File: src/rtl/serial_add_seq.sv
// Bit-serial WIDTH-bit adder wrapped around one external combinational full-adder cell.
// Optional SERIAL_ADD_SUB_EN adds an i_sub input selecting A-B (two's complement).
module serial_add_seq #(
  parameter int WIDTH = 4
) (
  input  logic             i_clk,
  input  logic             i_rst_n,
  input  logic             i_start,
  input  logic [WIDTH-1:0] i_a,
  input  logic [WIDTH-1:0] i_b,
  input  logic             i_cin0,
`ifdef SERIAL_ADD_SUB_EN
  input  logic             i_sub,
`endif
  output logic             o_fa_a,
  output logic             o_fa_b,
  output logic             o_fa_cin,
  input  logic             i_fa_s,
  input  logic             i_fa_cout,
  output logic             o_busy,
  output logic             o_done,
  output logic [WIDTH-1:0] o_s,
  output logic             o_cout,
  output logic             o_overflow
);

  localparam int CNT_W = (WIDTH > 2) ? $clog2(WIDTH) : 1;
  localparam logic [CNT_W-1:0] LAST_BIT = CNT_W'(WIDTH - 1);

  typedef enum logic [1:0] {
    ST_IDLE  = 2'd0,
    ST_SHIFT = 2'd1,
    ST_DONE  = 2'd2
  } state_t;

  state_t           r_state;
  state_t           w_next_state;
  logic [CNT_W-1:0] r_count;
  logic [WIDTH-1:0] r_a_sh;
  logic [WIDTH-1:0] r_b_sh;
  logic [WIDTH-1:0] r_s_sh;
  logic             r_carry;
  logic             r_msb_cin;
  logic [WIDTH-1:0] r_s;
  logic             r_cout;
  logic [WIDTH-1:0] w_b_load;
  logic             w_cin_load;
  logic             w_last;

`ifdef SERIAL_ADD_SUB_EN
  // Subtraction is A + ~B + 1; Cin0 is irrelevant in that mode.
  assign w_b_load   = i_sub ? ~i_b : i_b;
  assign w_cin_load = i_sub ? 1'b1 : i_cin0;
`else
  assign w_b_load   = i_b;
  assign w_cin_load = i_cin0;
`endif

  assign w_last = (r_count == LAST_BIT);

  // NOTE: every output of a combinational block gets a default first, so no path leaves it unassigned and no latch is inferred.
  always_comb begin
    w_next_state = r_state;
    o_busy       = 1'b0;
    o_done       = 1'b0;
    o_fa_a       = 1'b0;
    o_fa_b       = 1'b0;
    o_fa_cin     = 1'b0;
    case (r_state)
      ST_IDLE: begin
        if (i_start) w_next_state = ST_SHIFT;
      end
      ST_SHIFT: begin
        o_busy   = 1'b1;
        o_fa_a   = r_a_sh[0];
        o_fa_b   = r_b_sh[0];
        o_fa_cin = r_carry;
        if (w_last) w_next_state = ST_DONE;
      end
      ST_DONE: begin
        o_done       = 1'b1;
        w_next_state = i_start ? ST_SHIFT : ST_IDLE;
      end
      default: w_next_state = ST_IDLE;
    endcase
  end

  // NOTE: state is updated with non-blocking assignments so every flop samples pre-edge values, matching the hardware.
  always_ff @(posedge i_clk) begin
    if (!i_rst_n) begin
      r_state   <= ST_IDLE;
      r_count   <= '0;
      r_a_sh    <= '0;
      r_b_sh    <= '0;
      r_s_sh    <= '0;
      r_carry   <= 1'b0;
      r_msb_cin <= 1'b0;
      r_s       <= '0;
      r_cout    <= 1'b0;
    end else begin
      r_state <= w_next_state;
      case (r_state)
        ST_IDLE, ST_DONE: begin
          if (i_start) begin
            r_a_sh  <= i_a;
            r_b_sh  <= w_b_load;
            r_carry <= w_cin_load;
            r_count <= '0;
          end
        end
        ST_SHIFT: begin
          r_a_sh  <= r_a_sh >> 1;
          r_b_sh  <= r_b_sh >> 1;
          r_s_sh  <= {i_fa_s, r_s_sh[WIDTH-1:1]};
          r_carry <= i_fa_cout;
          r_count <= r_count + CNT_W'(1);
          if (w_last) begin
            // Carry into the MSB is kept alongside Cout so overflow stays a function of result flops only.
            r_msb_cin <= r_carry;
            r_s       <= {i_fa_s, r_s_sh[WIDTH-1:1]};
            r_cout    <= i_fa_cout;
          end
        end
        default: ;
      endcase
    end
  end

  assign o_s        = r_s;
  assign o_cout     = r_cout;
  assign o_overflow = r_msb_cin ^ r_cout;

endmodule

File: config.mk
export PLATFORM = sky130hd
export DESIGN_NAME = serial_add_seq
export DESIGN_NICKNAME = d
export VERILOG_FILES = /design/src/rtl/serial_add_seq.sv
export SDC_FILE = /design/constraint.sdc
export NUM_CORES = 1
export LEC_CHECK = 0
export BUFFER_PORTS_ARGS = -buffer_cell sky130_fd_sc_hd__buf_2
export CAP_MARGIN = 20
export CORE_MARGIN = 4
export CORE_UTILIZATION = 53
export CTS_CLUSTER_DIAMETER = 100
export DETAILED_ROUTE_END_ITERATION = 10
export PLACE_DENSITY = 0.9
export SETUP_SLACK_MARGIN = 0.4
export SYNTH_ARGS = -nofsm -noshare
export SYNTH_HDL_FRONTEND = slang
export SYNTH_SLANG_ARGS = --single-unit
File: constraint.sdc
create_clock -name i_clk -period 2.65 [get_ports i_clk]
set_input_delay 0.3975 -clock i_clk [delete_from_list [all_inputs] [get_ports i_clk]]
set_output_delay 0.3975 -clock i_clk [all_outputs]
set_load 0.05 [all_outputs]
---- Word-level counts from Yosys, hierarchy flattened ----
Cells that the tools add are included.
operators by class
  add/sub/neg operators ................... 1
  equality and inequality tests ........... 6
  muxes and demuxes ....................... 17
  bitwise operators ....................... 1
  reductions and logical operators ........ 6
operator list
  operator             count
  $pmux 4 s2           2
  $mux 4               2
  $mux 1               7
  $mux 2               3
  $ne 2x2->1 const B   3
  $pmux 2 s3           1
  $reduce_and 2->1     3
  $eq 2x2->1 const B   2
  $pmux 2 s2           1
  $add 2x1->2 const B  1
  $eq 2x1->1 const B   1
  $logic_not 2->1      1
  $pmux 1 s2           1
  $reduce_bool 2->1    1
  $reduce_or 2->1      1
  $xor 1x1->1          1
storage, ports and cells
  register bits ........................... 23
  bits of input ports ..................... 14
  output and inout port bits .............. 11
  logic and storage cells ................. 40

---- Logic depth before layout (Yosys ltp) ----
Gate-level depths: netlist of run 1.
  word-level depth ........................ 4
  depth in mapped cells ................... 5
  gate-level depth less buffers ........... 4

---- Worst setup path after synthesis of run 1 ----
No wires, ideal clock.
  kind .................................... reg2out
  from .................................... register r_cout (netlist: o_cout)
  to ...................................... output port o_overflow
  data arrival time ....................... 1458 ps
  required time ........................... 2253 ps
  slack ................................... 795 ps
  cell stages (with the launch flop) ...... 2
  buffers on the path ..................... 0
  cell sequence ........................... dfxtp_1 > xor2_1
on the way
  word-level cells in the longest chain between the ends .. 1
ends and longest elaborated chain
  what                    line  text
  start, declared         45    logic r_cout;
  start signal, assigned  121   r_cout <= i_fa_cout;
  $xor 1x1->1             131   assign o_overflow = r_msb_cin ^ r_cout;
  end, declared           24    output logic o_overflow
Every way passes these cells.

---- Worst setup path in the final report of run 1 ----
  from .................................... register r_state[1]
  to ...................................... output port o_fa_b
on the way
  word-level cells in the longest chain between the ends .. 2
ends and longest elaborated chain
  what                    line  text
  start, declared         36    state_t r_state;
  start signal, assigned  101   r_state <= w_next_state;
  $eq 2x1->1              69    case (r_state)
  $mux 1                  69
  end, declared           16    output logic o_fa_b,
Every way passes these cells.

==> results of run 1 <==
-- critical path, stage by stage (launching register included) --
cell      delay, ps
dfxtp_1         360
nand2b_4        270
clkinv_2        220
and2_1          210
buf_2           200
-- state kept, by name, summed over array words and instances (netlist names) --
register and cells:
r_carry 1, r_s_sh 3, r_a_sh 4, r_state 2, r_count 2, o_cout 1
r_b_sh 4, o_s 4, r_msb_cin 1
-- power by group --
part / internal, mW / switching (mW)
logic: 0.0281 / 0.0509
clock network: 0.0839 / 0.0973
registers: 0.347 / 0.00998
-- final timing paths --
path / cells past startpoint / endpoint
max reg2reg: 3 / r_count[0]
min reg2reg: 2 / o_s[1]
max: 4 / o_fa_b
min: 3 / r_b_sh[3]
-- through the flow --
stage | area (sq um) | worst slack (ps) | utilization [%] | std cells
final | 1060 | 681 | 67.2 | 147
after CTS | 1050 | 494 | 66.9 | 147
after detailed placement | 1020 | 844 | 64.6 | 143
after floorplan | 925 | 795 | - | 111
after global routing | 1060 | 539 | 67.2 | 147
after global placement | 1020 | 900 | 64.6 | 143
-- routing by layer --
| layer | global-route usage (%) | vias up |
|---|---|---|
| li1 | - | 414 |
| met2 | 24.4 | 20 |
| met5 | 0 | - |
| met4 | 4.61 | 0 |
| met3 | 7.53 | 2 |
| met1 | 17.4 | 355 |
-- cells in the mapped netlist --
| master | number |
|---|---|
| nand3_1 | 9 |
| o21a_1 | 1 |
| buf_6 | 1 |
| nand2b_1 | 1 |
| dfxtp_1 | 22 |
| and2_1 | 4 |
| clkbuf_2 | 1 |
| nor2b_1 | 2 |
| and3_1 | 2 |
| clkinv_2 | 1 |
| nor2_1 | 1 |
| a21boi_0 | 5 |
| o21ai_0 | 8 |
| ha_1 | 1 |
| buf_2 | 3 |
| a31oi_1 | 7 |
| nand2b_2 | 1 |
| clkbuf_1 | 2 |
| nand2_1 | 29 |
| xor2_1 | 1 |
| buf_4 | 1 |
| nand3b_1 | 1 |
| a21boi_1 | 7 |
-- cells by family after synthesis --
| group | share of synthesized area, % |
|---|---|
| xor+xnor | 0.947 |
| fa+ha+maj | 1.35 |
| simple gates | 24.9 |
| flops | 47.6 |
| buf+inv | 5.55 |
| compound gates | 19.6 |
-- area by class of cell --
type                            instances  area (sq um)  share of cell area, %
Sequential cell                        22           440                   41.6
Multi-Input combinational cell         80           438                   41.3
Timing Repair Buffer                   24           120                   11.3
Clock buffer                            4          36.3                   3.42
Tap cell                               16          20.0                   1.89
Inverter                                1          5.00                  0.472
-- timing repair --
action                                 4_1_cts  5_1_grt
endpoints found under the hold margin        0        0
hold buffers                                 0        0
setup endpoints to repair                    0        3
resized for setup                            0        1
setup buffers                                0        0
==> flow_summary.toml, run 1 <==
[outcome]
status = "completed"

[route]
viasPerCell = 5.38
avgRoutedWirePerCell_um = 11.4
drtIter0Drc = 7
drt_wl_total_um = 1670
top_layer = "met4"
antenna_left = 0
drc_errors = 0
wl_met1_um = 726
wl_met3_um = 127
dr_wl_met2_um = 805
drt_first_pass_iters = 4
dr_total_vias = 791

[floorplanning]
initial_core_util_pct = 58.7
die_h_um = 49.8
die_area_sq_um = 2480
die_x_um = 49.8
num_rows = 14
core_sq_um = 1580
ios = 25

[cells_and_area]
nNetsFinal = 147
nFillCells = 156
mostFrequentLayoutCells = "nand2_1 (29), buf_2 (24), dfxtp_1 (22), nand3_1 (9), o21ai_0 (8)"
final_common_cell = "nand2_1"
drive_gt1_share_pct = 22.9
antenna_cells = 0
synthToLayoutAreaGrowth_pct = 14.6

[critical_path]
critPathLaunch = "r_state[1]"
endpoint_kind = "output port"
critPathArrivalTime_ps = 1570
setup.worst_path.class = "reg -> out"
cp-start-kind = "flop"
r2r_start = "r_state[0]"
critPathMaxFanout = 24
reg2reg_setup_slack_ps = 1340
required_ps = 2250

[cts]
clk_latency_ps = 300
root_buffer = "clkbuf_4"
cts_buffer_depth = 2
h-tree-depth = 1
cts.sinks = 22
cts_tree = "built"
clk_pin_slew_ps = 110
cts_made_buffers = 3

[grt]
grt_max_degree = 25
grt_pass1_vias = 678
gr-total-overflow = 0
grt_usage_pct = 15.1
grt_pass1_wl_um = 2880
antenna_found_initial = 0

[timing]
worstMarginPinSlew_ps = 595
maxSlewViolCount = 0
hold_viol = 0
skew_ps = 2.35
rsz0062_at_grt = "false"
holdWs_ps = 313
max_freq_mhz = 508
slew_headroom_pct = 60.2
setup_viol = 0
fin_setup_tns_ps = 0
period_needed_ps = 1970
period_share_pct = 74.3

[logic_synthesis]
yosysTopAreaCellShare_pct = 47.6
syn_nets = 126
synthTopCellsByArea = "dfxtp_1 (48%), nand2_1 (12%), a21boi_1 (5.7%)"
synth_area_sq_um = 925
ys_seq_area_share_pct = 47.6
synthCells = 111
ys_ff_latch = 22
synth_top_cell_by_area = "dfxtp_1"
syn_area_per_cell_sq_um = 8.33
synth_cell_types = 23
yosysWarningCount = 0

[pwr]
vdd_drop_max_v = 0.000639
p_leak_nw = 0.458
power.density_nw_per_um2 = 583
power_mw = 0.618

[placed_design]
dpl.hpwl_um = 1210
gp_congestion = 0.724
io_buffers = 24

[worst_hold_path]
hold_path.class = "in -> reg"
hold_start = "i_b[3]"

[flow_run]
drv_cap = 0
No activity file was read; power rests on OpenSTA's default activity.
==> inputs of run 2 (changes only) <==
--- a/config.mk
+++ b/config.mk
@@ -8,10 +8,10 @@
 export BUFFER_PORTS_ARGS = -buffer_cell sky130_fd_sc_hd__buf_2
 export CAP_MARGIN = 20
 export CORE_MARGIN = 4
-export CORE_UTILIZATION = 53
+export CORE_UTILIZATION = 45
 export CTS_CLUSTER_DIAMETER = 100
 export DETAILED_ROUTE_END_ITERATION = 10
-export PLACE_DENSITY = 0.9
+export PLACE_DENSITY = 0.83
 export SETUP_SLACK_MARGIN = 0.4
 export SYNTH_ARGS = -nofsm -noshare
 export SYNTH_HDL_FRONTEND = slang
==> constraint.sdc (replaced) <==
create_clock -name i_clk -period 1.8 [get_ports i_clk]
set_input_delay 0.27 -clock i_clk [delete_from_list [all_inputs] [get_ports i_clk]]
set_output_delay 0.27 -clock i_clk [all_outputs]
set_load 0.05 [all_outputs]
==> run 2 against run 1 <==
Effect of this change: combinational power grew 82%; first-iteration DRC count grew to 3.0 times the previous value; sequential power grew 48%; critical path type unchanged; clock skew shrank 1.6 ps; highest routed layer unchanged; final cell count grew 10%; utilization shrank 7.6 points; register-to-register slack lost 810 ps; final area grew 10%; power grew 43%.
==> flow_summary.toml, run 2 (synthesized netlist as in run 1, its figures left out) <==
[critical_path]
cp-start-kind = "flop"
critPathMaxFanout = 7
max_stage_delay_ps = 350
setup.worst_path.class = "reg -> out"
critPathArrivalTime_ps = 1140
reg2reg_setup_slack_ps = 530
r2r_start = "r_state[0]"
r2r_cells = 3
endpoint_kind = "output port"
crit_path_end = "o_fa_cin"
critPathLaunch = "r_state[1]"
worst_path_max_delay_cell = "dfxtp_2"
crit_chain = "nand2b_4, clkinv_4, and2_4, buf_8"
r2r_end = "r_count[0]"
required_ps = 1530

[cells_and_area]
multi_input_comb_area_sq_um = 467
ff_latch_area_sq_um = 445
mostFrequentLayoutCells = "nand2_1 (29), buf_2 (19), dfxtp_1 (18), nand3_1 (9), o21ai_0 (8)"
nNetsFinal = 152
nFillCells = 195
antenna_cells = 0
synthToLayoutAreaGrowth_pct = 26.5
final_common_cell = "nand2_1"
drive_gt1_share_pct = 31.9

[floorplanning]
die_h_um = 53.3
die_x_um = 53.3
ios = 25
die_area_sq_um = 2840
initial_core_util_pct = 47.1
num_rows = 16
core_sq_um = 1960

[grt]
gr-total-overflow = 0
grt_usage_pct = 15.3
grt_pass1_wl_um = 3150
antenna_found_initial = 0
grt_max_degree = 24
grt_pass1_vias = 729

[route]
viasPerCell = 4.99
drc_errors = 0
drt_wl_total_um = 1920
dr_total_vias = 808
drtIter0Drc = 21
avgRoutedWirePerCell_um = 11.8
antenna_left = 0
drt_first_pass_iters = 4

[cts]
root_buffer = "clkbuf_4"
cts_made_buffers = 3
cts_tree = "built"
cts_hold_buf = 0
cts_buffer_depth = 2
h-tree-depth = 1
cts.sinks = 22
clk_pin_slew_ps = 110
clk_latency_ps = 300

[timing]
period_needed_ps = 1410
slew_headroom_pct = 61.5
period_share_pct = 78.4
setup_viol = 0
hold_viol = 0
maxSlewViolCount = 0
max_freq_mhz = 709
fin_setup_tns_ps = 0
worstMarginPinSlew_ps = 577
skew_ps = 0.719
rsz0062_at_grt = "true"

[pwr]
power.density_nw_per_um2 = 755
p_leak_nw = 0.485
vdd_drop_max_v = 0.000629
power_mw = 0.883

[flow_run]
drv_cap = 0

[placed_design]
io_buffers = 24
dpl.hpwl_um = 1340
gp_congestion = 0.696

[worst_hold_path]
hold_path.class = "in -> reg"

[outcome]
status = "completed"
[run 2: how the worst min path moves through the flow]
| stage | from | to | slack, ps | cells past startpoint |
|---|---|---|---|---|
| after floorplan | i_fa_s | r_s_sh[3] | 400 | 2 |
| final | i_a[3] | r_a_sh[3] | 200 | 3 |
| after global placement | o_s[1] | o_s[1] | 440 | 2 |
| after detailed placement | r_s_sh[1] | r_s_sh[1] | 450 | 2 |
| after CTS | i_b[3] | r_b_sh[3] | 190 | 3 |
| after global routing | i_b[3] | r_b_sh[3] | 190 | 3 |
[run 2: layout make-up]
type                            instances  share of cell area, %
Multi-Input combinational cell         80                   39.9
Timing Repair Buffer                   29                   16.5
Tap cell                               27                   2.89
Clock buffer                            3                   1.93
Inverter                                1                  0.749
Sequential cell                        22                   38.1
[run 2: worst max-delay path: cells and delay by family (launching register included)]
kind | cells | cell delay, ps
AND/OR/NAND/NOR | 2 | 290
buffers and inverters | 2 | 210
flip-flops | 1 | 350
[run 2: metrics by stage]
| step | hold WS [ps] | cell area (sq um) | util [%] | setup slack, ps | instances |
|---|---|---|---|---|---|
| 2_1_floorplan | 405 | 947 | - | 407 | 111 |
| 3_3_place_gp | 440 | 1060 | 54.1 | 501 | 155 |
| 3_5_place_dp | 453 | 1060 | 54.1 | 475 | 155 |
| 4_1_cts | 189 | 1140 | 58.2 | 382 | 159 |
| 5_1_grt | 187 | 1170 | 59.6 | 331 | 162 |
| 6_report | 199 | 1170 | 59.6 | 389 | 162 |
[run 2: timing repair]
item,4_1_cts,5_1_grt
setup endpoints to repair,5,10
gates resized for setup,18,3
pin swaps,3,0
buffers inserted,1,3
[run 2: layer usage]
metal	wire length, um	global-route usage (%)	up-vias	share of wire [%]
met5	0	0	-	0
met4	17	3.40	0	0.89
met3	141	6.76	2	7.4
met2	976	28.0	23	51
met1	780	15.7	360	41
li1	-	-	423	-
[run 2: power by group]
group / leakage [nW] / switching (mW) / internal (mW)
Sequential: 0.182 / 0.0154 / 0.512
Clock: 0.0138 / 0.134 / 0.0780
Combinational: 0.289 / 0.0817 / 0.0623
